==> src/rtl/inst_sequencer_pkg.sv <==
// Shared types and constants for the instruction sequencer.
package inst_sequencer_pkg;

   // 2'd3 is not a legal state; the FSM steers it back to FETCH.
   typedef enum logic [1:0] {
      ST_FETCH   = 2'd0,
      ST_EXEC0   = 2'd1,
      ST_EXEC1   = 2'd2,
      ST_ILLEGAL = 2'd3
   } state_e;

   // Opcode 8'h00 decodes to no register, memory or carry write.
   localparam logic [7:0] BUBBLE = 8'h00;

   // Bit 7 marks the memory/jump ops that need a second exec cycle.
   function automatic logic is_two_cycle(input logic [7:0] op);
      return op[7];
   endfunction

endpackage

==> src/rtl/inst_sequencer_if.sv <==
// Instruction-memory fetch bus between the sequencer (master) and imem (slave).
interface inst_sequencer_if #(
   parameter int PC_W = 16
) ();
   logic [PC_W-1:0] imem_addr;
   logic            imem_req;
   logic [7:0]      imem_rdata;
   logic            imem_valid;

   modport master (output imem_addr, imem_req, input imem_rdata, imem_valid);
   modport slave  (input imem_addr, imem_req, output imem_rdata, imem_valid);
endinterface

==> src/rtl/inst_sequencer_pc_unit.sv <==
// Program counter: load has priority over increment; otherwise hold.
module pc_unit #(
   parameter int              PC_W     = 16,
   parameter logic [PC_W-1:0] RESET_PC = '0
) (
   input  logic            clk,
   input  logic            rst_n,
   input  logic            inc_i,
   input  logic            load_i,
   input  logic [PC_W-1:0] load_val_i,
   output logic [PC_W-1:0] pc_o
);

   logic [PC_W-1:0] pc_q, pc_d;

   // Next PC; the increment wraps naturally at 2^PC_W-1.
   always_comb begin
      pc_d = pc_q;
      if (load_i)     pc_d = load_val_i;
      else if (inc_i) pc_d = pc_q + {{(PC_W-1){1'b0}}, 1'b1};
   end

   // PC register.
   always_ff @(posedge clk or negedge rst_n) begin
      if (!rst_n) pc_q <= RESET_PC;
      else        pc_q <= pc_d;
   end

   assign pc_o = pc_q;

endmodule

==> src/rtl/inst_sequencer.sv <==
// Fetch/exec sequencer feeding the control decoder: FSM, IR, cycle, carry.
module inst_sequencer
   import inst_sequencer_pkg::*;
#(
   parameter int              PC_W     = 16,
   parameter logic [PC_W-1:0] RESET_PC = '0
) (
   input  logic                clk,
   input  logic                rst_n,
   inst_sequencer_if.master    imem,
   input  logic                stall_i,
   input  logic                j_i,
   input  logic [PC_W-1:0]     jump_target_i,
   input  logic                wc_i,
   input  logic                alu_carry_i,
   output logic [7:0]          inst_o,
   output logic                cycle_o,
   output logic                carry_o,
   output logic                inst_valid_o,
   output logic [PC_W-1:0]     pc_o
);

   state_e      state_q, state_d;
   logic [7:0]  ir_q, ir_d;
   logic        cycle_q, cycle_d;
   logic        carry_q, carry_d;
   logic        pc_inc, pc_load, commit;
   logic [PC_W-1:0] pc;

   pc_unit #(.PC_W(PC_W), .RESET_PC(RESET_PC)) u_pc (
      .clk        (clk),
      .rst_n      (rst_n),
      .inc_i      (pc_inc),
      .load_i     (pc_load),
      .load_val_i (jump_target_i),
      .pc_o       (pc)
   );

   // Next-state and commit logic; stall freezes every exec-cycle side effect.
   always_comb begin
      state_d = state_q;
      ir_d    = ir_q;
      cycle_d = cycle_q;
      carry_d = carry_q;
      pc_inc  = 1'b0;
      pc_load = 1'b0;
      commit  = 1'b0;
      case (state_q)
         ST_FETCH: begin
            if (imem.imem_valid) begin
               ir_d    = imem.imem_rdata;
               pc_inc  = 1'b1;
               state_d = ST_EXEC0;
            end
         end
         ST_EXEC0: begin
            if (!stall_i) begin
               if (is_two_cycle(ir_q)) begin
                  cycle_d = 1'b1;
                  state_d = ST_EXEC1;
               end else begin
                  commit  = 1'b1;
                  state_d = ST_FETCH;
               end
            end
         end
         ST_EXEC1: begin
            if (!stall_i) begin
               commit  = 1'b1;
               cycle_d = 1'b0;
               pc_load = j_i;
               state_d = ST_FETCH;
            end
         end
         default: begin
            cycle_d = 1'b0;
            state_d = ST_FETCH;
         end
      endcase
      if (commit && wc_i) carry_d = alu_carry_i;
   end

   // State, IR, cycle and carry registers.
   always_ff @(posedge clk or negedge rst_n) begin
      if (!rst_n) begin
         state_q <= ST_FETCH;
         ir_q    <= BUBBLE;
         cycle_q <= 1'b0;
         carry_q <= 1'b0;
      end else begin
         state_q <= state_d;
         ir_q    <= ir_d;
         cycle_q <= cycle_d;
         carry_q <= carry_d;
      end
   end

   assign inst_valid_o   = (state_q == ST_EXEC0) || (state_q == ST_EXEC1);
   assign inst_o         = inst_valid_o ? ir_q : BUBBLE;
   assign cycle_o        = cycle_q;
   assign carry_o        = carry_q;
   assign pc_o           = pc;
   assign imem.imem_req  = (state_q == ST_FETCH);
   assign imem.imem_addr = pc;

endmodule

==> src/flat_wrapper.sv <==
// flat-port wrapper written by rule: the top's interface ports become plain ports
module inst_sequencer_flat import inst_sequencer_pkg::*;
#(
   parameter int              PC_W     = 16,
   parameter logic [PC_W-1:0] RESET_PC = '0
)
  (clk, rst_n, stall_i, j_i, jump_target_i, wc_i, alu_carry_i, inst_o, cycle_o, carry_o, inst_valid_o, pc_o, imem_imem_addr, imem_imem_req, imem_imem_rdata, imem_imem_valid);
  inst_sequencer_if #(.PC_W(PC_W)) imem_i ();
  input  logic clk;
  input  logic rst_n;
  input  logic stall_i;
  input  logic j_i;
  input  logic [PC_W-1:0] jump_target_i;
  input  logic wc_i;
  input  logic alu_carry_i;
  output logic [7:0] inst_o;
  output logic cycle_o;
  output logic carry_o;
  output logic inst_valid_o;
  output logic [PC_W-1:0] pc_o;
  output wire logic [$bits(imem_i.imem_addr)-1:0] imem_imem_addr;
  output wire logic [$bits(imem_i.imem_req)-1:0] imem_imem_req;
  input wire logic [$bits(imem_i.imem_rdata)-1:0] imem_imem_rdata;
  input wire logic [$bits(imem_i.imem_valid)-1:0] imem_imem_valid;
  assign imem_imem_addr = imem_i.imem_addr;
  assign imem_imem_req = imem_i.imem_req;
  assign imem_i.imem_rdata = imem_imem_rdata;
  assign imem_i.imem_valid = imem_imem_valid;
  inst_sequencer #(.PC_W(PC_W), .RESET_PC(RESET_PC)) u_core (.clk(clk), .rst_n(rst_n), .imem(imem_i), .stall_i(stall_i), .j_i(j_i), .jump_target_i(jump_target_i), .wc_i(wc_i), .alu_carry_i(alu_carry_i), .inst_o(inst_o), .cycle_o(cycle_o), .carry_o(carry_o), .inst_valid_o(inst_valid_o), .pc_o(pc_o));
endmodule
==> config.mk <==
export PLATFORM = sky130hd
export DESIGN_NAME = inst_sequencer_flat
export DESIGN_NICKNAME = d
export VERILOG_FILES = /design/src/rtl/inst_sequencer_pkg.sv /design/src/rtl/inst_sequencer_if.sv /design/src/rtl/inst_sequencer_pc_unit.sv /design/src/rtl/inst_sequencer.sv /design/src/flat_wrapper.sv
export SDC_FILE = /design/constraint.sdc
export NUM_CORES = 1
export LEC_CHECK = 0
export BUFFER_PORTS_ARGS = -buffer_cell sky130_fd_sc_hd__buf_2
export CORE_ASPECT_RATIO = 1.75
export CORE_MARGIN = 3
export CORE_UTILIZATION = 47
export CTS_CLUSTER_SIZE = 14
export DETAILED_ROUTE_END_ITERATION = 10
export HOLD_SLACK_MARGIN = 0.1
export PLACE_DENSITY = 0.82
export SLEW_MARGIN = 40
export SYNTH_ARGS = -nofsm -noshare
export SYNTH_HDL_FRONTEND = slang
export SYNTH_SLANG_ARGS = --single-unit
==> constraint.sdc <==
create_clock -name clk -period 2.6 [get_ports clk]
set_clock_uncertainty 0.1 [all_clocks]
set_input_delay 0.52 -clock clk [delete_from_list [all_inputs] [get_ports clk]]
set_output_delay 0.52 -clock clk [all_outputs]
set_load 0.05 [all_outputs]
---- Yosys cells after proc, flatten, opt, wreduce, memory -nomap -nowiden ----
Index checks and enable logic that the tools add are counted.
word-level totals
  input bits .............................. 31
  register bits ........................... 28
  output and inout bits ................... 44
  logic and storage cells ................. 40
cells by class
  reductions and logical operators ........ 7
  bitwise logic cells ..................... 1
  multiplexer cells ....................... 20
  equal/unequal tests ..................... 6
  add/subtract/negate cells ............... 1
operator list
  kind                                                                   number
  16-bit two-way mux                                                     2
  16-bit by 1-bit adder with 16-bit output, second input constant        1
  1-bit two-way mux                                                      10
  2-bit two-way mux                                                      4
  8-bit two-way mux                                                      1
  2-bit one-hot mux with 3 select lines                                  1
  2-bit by 1-bit != test with 1-bit output, second input constant        2
  2-bit != test, second input constant                                   2
  4-bit AND reduction                                                    1
  1-bit one-hot mux with 3 select lines                                  1
  3-bit AND reduction                                                    1
  2-bit by 1-bit equality test with 1-bit output, second input constant  1
  2-bit equality test, second input constant                             1
  2-bit zero test                                                        1
  1-bit one-hot mux with 2 select lines                                  1
  2-bit AND reduction                                                    1
  2-bit nonzero test                                                     1
  1-bit logical AND                                                      1
  1-bit logical OR                                                       1
  1-bit NOT                                                              1

---- Logic depth before layout (Yosys ltp) ----
Gate-level depths: netlist of run 1.
  depth in word-level cells ............... 4
  gate-level depth with buffers ........... 7
  depth with buffers taken out ............ 6

---- By module ----
Synthesis of run 1 repeated with hierarchy kept, for this count alone.
second synthesis, totals
  cells, all modules ...................... 167
  area total of the unflattened synthesis .. 1699.1 µm²
modules (own cells, without submodules)
  module          instances  area an instance (µm²)  seq. area each (µm²)  cells each
  pc_unit         1          943.4                   400.4                 99
  inst_sequencer  1          755.7                   300.3                 68

---- Least setup slack after synthesis of run 1 ----
Ideal clock, no wire load.
  kind .................................... register to register
  start point ............................. register u_core.state_q[1]
  end point ............................... register u_core.u_pc.pc_q[13] (netlist: u_core.u_pc.pc_o[13])
  cell stages (with the launch flop) ...... 8
  setup time .............................. 0.124 ns
  data arrival time ....................... 2.089 ns
  path buffers ............................ 1
  period minus slack after synthesis ...... 2.313 ns
  setup slack ............................. 0.287 ns
  required time ........................... 2.376 ns
  cells stage by stage .................... dfrtp_1 -> inv_1 -> ha_1 -> buf_2 -> nand3_2 -> nor4_4 -> a31oi_1 -> o31a_1
on the way
  word-level cells in the longest chain between the ends .. 3
  elaborated cells between the ends (all ways) .. 6
  those cells by class .................... 1 x eq/ne; 3 x mux; 2 x reduce/logical
RTL lines
  element                              RTL line                      RTL
  from (decl)                          inst_sequencer.sv:23          state_e state_q, state_d;
  from (signal assigned)               inst_sequencer.sv:91          state_q <= state_d;
  2-bit zero test                      --
  named net imem_imem_req              flat_wrapper.sv:22            output wire logic [$bits(imem_i.imem_req)-1:0] imem_imem_req;
  1-bit two-way mux                    inst_sequencer.sv:48          case (state_q)
  2-bit nonzero test (no source line)  --
  to (signal assigned)                 inst_sequencer_pc_unit.sv:26  else pc_q <= pc_d;
  to (decl)                            inst_sequencer_pc_unit.sv:14  logic [PC_W-1:0] pc_q, pc_d;
The timed path passes the listed nets, and every way through them passes these cells.
A chain may end at the register's enable or synchronous reset.

---- Final worst setup path of run 1 ----
  start point ............................. register u_core.state_q[1]
  end point ............................... output port inst_o[3]
on the way
  word-level cells in the longest chain between the ends .. 3
  elaborated cells between the ends (all ways) .. 4
  those cells by class .................... 2 x eq/ne; 1 x mux; 1 x reduce/logical
RTL lines
  element                                                                                       RTL line              RTL
  2-bit by 1-bit equality test with 1-bit output / 2-bit equality test (equally long branches)  inst_sequencer.sv:98  assign inst_valid_o = (state_q == ST_EXEC0) || (state_q == ST_EXEC1);
  1-bit logical OR (*)                                                                          inst_sequencer.sv:98
  8-bit two-way mux (*)                                                                         inst_sequencer.sv:99  assign inst_o = inst_valid_o ? ir_q : BUBBLE;
  to (decl)                                                                                     flat_wrapper.sv:16    output logic [7:0] inst_o;
Every way passes the cells marked *; elsewhere a longest branch is shown, timed or not.

==> results.ini, run 1 <==
[grt]
gr-usage-met2=0.335
grt_first_pass_wirelength_um=6390
grtUsageTotal=0.185
busiest_layer=met2
antenna_found_initial=0
grt_util_met3=0.0320
grt_max_degree=29
gr-total-overflow=0
gr-usage-met1=0.216
grt_pass1_vias=1491

[critical_path]
critical_path_buf_inv_count=2
max_stage_delay_ns=0.45
critical_path_required_ns=1.98
crit_family=adder cells
cp_max_fo=10
critPathKind=register to output port
path_cells=inv_1 -> ha_1 -> and2_1 -> buf_2
cp.arrival_ns=1.65
crit_path_start_kind=register
worst_setup_path_end_kind=output port
slowest_stage=ha_1

[timing]
slew_viol_final=0
period_needed_ns=2.27
grt_setup_unrepaired=no
period_share=0.871
setup_ws_ns=0.335
hold_viol_final=0
slew_headroom=0.591
tightest_slew_ns=0.614
finalSetupViolations=0
fmax_mhz=441
tns_ns=0

[placed_design]
dp_cells=274
hpwl_um=2850
gp_congestion=0.886
preCtsSetupSlack_ns=0.511
numPortBuffers=74

[yosys]
ys_top_cells_by_area=dfrtp_1 (42%), buf_4 (7.2%), mux2_2 (6.1%)
ys_types=37
synthesis.area_sq_mm=0.00166
synth.avg_cell_area_sq_um=9.49
seq_area_frac_synth=0.422
synth_top_area_share=0.422
yosysTopAreaCell=dfrtp_1
syn_inst=175
synth_seq_cells=28
synth_fp_nets=210
yosysWarnings=0

[drt]
antenna_left=0
initialDrtViolationCount=20
viasPerCell=5.09
vias=1415
drc=0
first_pass_iters=5
finalWirelength_um=3740
wl_per_cell_um=13.5

[min_path]
hp-class=input pin to asynchronous set/reset pin

[cts]
htreeDepth=1
post_cts_resized=0
cts_buffers=3
cts-root-buf=clkbuf_8
clk_path_buf_depth=2
cts_setup_buffers=0
cts-hold-fix-buffers=0
path_clk_slew_ns=0.09
cts_tree=yes
cts_num_sinks=28
clock_latency_ns=0.27

[die]
num_io_pins=75
start_util=0.489
core-area_sq_mm=0.00340
die_y_um=84.7
die_area_sq_mm=0.00431
std_cell_rows=28
fp.dieW_um=50.9

[layout]
antennaDiodeCount=0
drive_above_1_share=0.408
area_delta_synth_final_pct=20.9
final_nets=269
final_common_cell=buf_2
nFillCells=312
final_cell_mix=buf_2 (74), dfrtp_1 (28), nand2_1 (19)
fin_cells=278

[job]
maxCapViolations=0

[run_status]
status=completed

-- metal layers --
layer,wire length (um),vias to the layer above
met4,17,0
li1,-,704
met5,0,-
met3,299,2
met1,1430,651
met2,1990,58
-- sequential cells by signal, indices dropped and copies added (netlist names) --
signal	flops
u_core.state_q	2
u_core.cycle_o	1
u_core.ir_q	8
u_core.carry_o	1
u_core.u_pc.pc_o	16
-- worst reg2reg max path, delay by kind of cell (launching register included) --
kind	cells	cell delay, ns
compound gates	2	0.43
simple gates	2	0.61
flops	1	0.42
fa+ha+maj	1	0.35
buf+inv	1	0.11
-- synthesized netlist by cell type, drive strengths merged --
| cell | n |
|---|---|
| nand4 | 4 |
| o21ai | 16 |
| inv | 10 |
| mux2 | 9 |
| nand3b | 1 |
| nor4 | 6 |
| nor3 | 2 |
| clkbuf | 3 |
| dfrtp | 28 |
| buf | 18 |
| o31a | 1 |
| and4 | 2 |
| o211ai | 2 |
| nand3 | 7 |
| and3 | 2 |
| and3b | 1 |
| nand2b | 2 |
| nand2 | 19 |
| nor2 | 6 |
| a21boi | 1 |
| a31oi | 4 |
| xnor2 | 6 |
| o2bb2ai | 1 |
| and2 | 8 |
| a21oi | 5 |
| xor2 | 4 |
| ha | 4 |
| a31o | 2 |
| mux2i | 1 |
-- cells by family after synthesis --
logic type               after synthesis  share of synthesized area
adder cells (fa/ha/maj)                4                     0.0301
flip-flops                            28                      0.422
multiplexers                          10                     0.0670
AO/OA/AOI/OAI                         32                      0.113
buffers and inverters                 31                      0.108
XOR/XNOR                              10                     0.0527
AND/OR/NAND/NOR                       60                      0.208
-- cell type report --
class,count,area [sq um],share of cell area
Clock buffer,4,55.1,0.0274
Inverter,10,37.5,0.0187
Sequential cell,28,701,0.349
Timing Repair Buffer,75,378,0.188
Multi-Input combinational cell,116,782,0.389
Tap cell,45,56.3,0.0280
-- worst paths after layout --
kind	start	endpoint	slack [ns]	depth (start not counted)
worst min-delay path	rst_n	u_core.ir_q[2]	0.15	1
worst min register to register	u_core.ir_q[3]	u_core.ir_q[3]	0.41	1
worst max register to register	u_core.state_q[1]	u_core.u_pc.pc_o[13]	0.48	6
worst max-delay path	u_core.state_q[1]	inst_o[3]	0.33	4
max in group asynchronous	rst_n	u_core.u_pc.pc_o[3]	1.85	1
min in group clk	jump_target_i[10]	u_core.u_pc.pc_o[10]	0.35	3
-- per-stage QoR --
stage / util / area, sq um / hold slack [ns]
CTS: 0.591 / 2010 / 0.174
floorplan: - / 1660 / 0.124
global route: 0.591 / 2010 / 0.190
global placement: 0.575 / 1950 / 0.384
detailed placement: 0.575 / 1950 / 0.391
finish: 0.591 / 2010 / 0.149
Power of run 1 is not shown: default switching activity piles up to over one toggle a cycle in this logic, so the estimate is an artifact.
==> inputs of run 2 (changes only) <==
Settings changed: CORE_UTILIZATION 47 to 48, CTS_BUF_LIST from default to sky130_fd_sc_hd__clkbuf_2, PLACE_DENSITY 0.82 to 0.83, SKIP_LAST_GASP from default to 1, TNS_END_PERCENT from default to 1.
==> run 2 against run 1 <==
Hold slack gained 0.10 ns. Cell count shrank 0.36%. Die area shrank 1.9%. Register-to-register slack gained 0.07 ns. Clock-buffer cell count shrank 1. Routed wire length shrank 5.1%. Highest routed layer unchanged. Utilization grew 2.1 points. Maximum frequency shrank 4.0%. Global-route usage shrank 0.86 points. Via count grew 0.92%.
==> results.ini, run 2 (synthesized netlist as in run 1, its figures left out) <==
[cts]
path_clk_slew_ns=0.25
htreeDepth=1
cts_num_sinks=28
clk_path_buf_depth=2
cts-root-buf=clkbuf_2
cts_setup_buffers=0
cts_buffers=3
clock_latency_ns=0.35
cts_tree=yes

[critical_path]
r2r_cells=6
worst_setup_path_end_kind=output port
cp.arrival_ns=1.74
cp_max_fo=10
slowest_stage=ha_1
regToRegEndpoint=u_core.u_pc.pc_o[13]
critPathKind=register to output port
path_cells=inv_1 -> ha_1 -> and2_1 -> buf_2
rrSetupSlack_ns=0.55
critical_path_required_ns=1.98
reg2reg_from=u_core.state_q[1]
max_stage_delay_ns=0.45
crit_path_start_kind=register

[grt]
grtUsageTotal=0.177
grt_max_degree=29
antenna_found_initial=0
grt_first_pass_wirelength_um=5940
grt_pass1_vias=1407
gr-total-overflow=0

[die]
start_util=0.512
core-area_sq_mm=0.00324
std_cell_rows=27
die_area_sq_mm=0.00423
fp.dieW_um=50.5
num_io_pins=75
die_y_um=83.8

[placed_design]
gp_congestion=0.867
numPortBuffers=74
hpwl_um=2830

[timing]
slew_viol_final=0
grt_setup_unrepaired=no
period_needed_ns=2.36
tightest_slew_ns=0.615
fmax_mhz=424
tns_ns=0
hold_viol_final=0
period_share=0.908
slew_headroom=0.590
finalSetupViolations=0

[drt]
vias=1428
first_pass_iters=4
drc=0
viasPerCell=5.16
antenna_left=0
initialDrtViolationCount=26
wl_per_cell_um=12.8
finalWirelength_um=3550

[min_path]
hold_depth=3
min_to=u_core.u_pc.pc_o[10]
hp-class=input pin to register
hp-start=jump_target_i[10]

[layout]
final_cell_mix=buf_2 (74), dfrtp_1 (28), nand2_1 (19)
largest_register_ffs=16
nFillCells=320
antennaDiodeCount=0
area_delta_synth_final_pct=19.4
fin_util=0.612
final_common_cell=buf_2
final_nets=271
seq_area_sq_um=701
drive_above_1_share=0.406
multi_input_area_sq_um=782

[job]
maxCapViolations=0

[run_status]
status=completed

==> run 2: cell type report <==
type | instances | share of cell area
multi-input cells | 116 | 0.394
repair buffers | 77 | 0.199
inverters | 10 | 0.0189
flip-flops and latches | 28 | 0.353
clock buffers | 3 | 0.00757
well taps | 43 | 0.0271
==> run 2: stage by stage <==
step	worst slack [ns]	hold slack [ns]	area, sq um	cells
floorplan	0.287	0.124	1660	175
global placement	0.651	0.381	1960	273
detailed placement	0.558	0.386	1960	273
CTS	0.195	0.230	1980	277
global route	0.0610	0.203	1980	277
finish	0.240	0.249	1980	277
==> run 2: timing repair <==
item | 4_1_cts | 5_1_grt
hold buffers | 1 | 0
endpoints found under the hold margin | 28 | 0
gates resized for setup | 0 | 0
==> run 2: worst max path at each step <==
| stage | from | end |
|---|---|---|
| floorplan | u_core.state_q[1] | u_core.u_pc.pc_o[13] |
| global placement | u_core.state_q[1] | u_core.u_pc.pc_o[13] |
| detailed placement | u_core.state_q[1] | u_core.u_pc.pc_o[13] |
| CTS | u_core.state_q[1] | inst_o[4] |
| global route | u_core.state_q[1] | inst_o[5] |
| finish | u_core.state_q[1] | inst_o[7] |
==> run 2: per-layer routing <==
layer	vias to the layer above	track usage	share of wire
met3	2	0.0161	0.054
met4	0	0.0515	0.0070
met1	664	0.190	0.39
met2	48	0.346	0.55
li1	714	-	-
met5	-	0	0
==> run 2: worst max-delay path, delay by kind of cell (launching register included) <==
kind | cells | cell delay [ns]
AND/OR/NAND/NOR | 1 | 0.18
buffers and inverters | 2 | 0.34
flip-flops | 1 | 0.43
adder cells (fa/ha/maj) | 1 | 0.45
Power of run 2 is left out for the same reason.
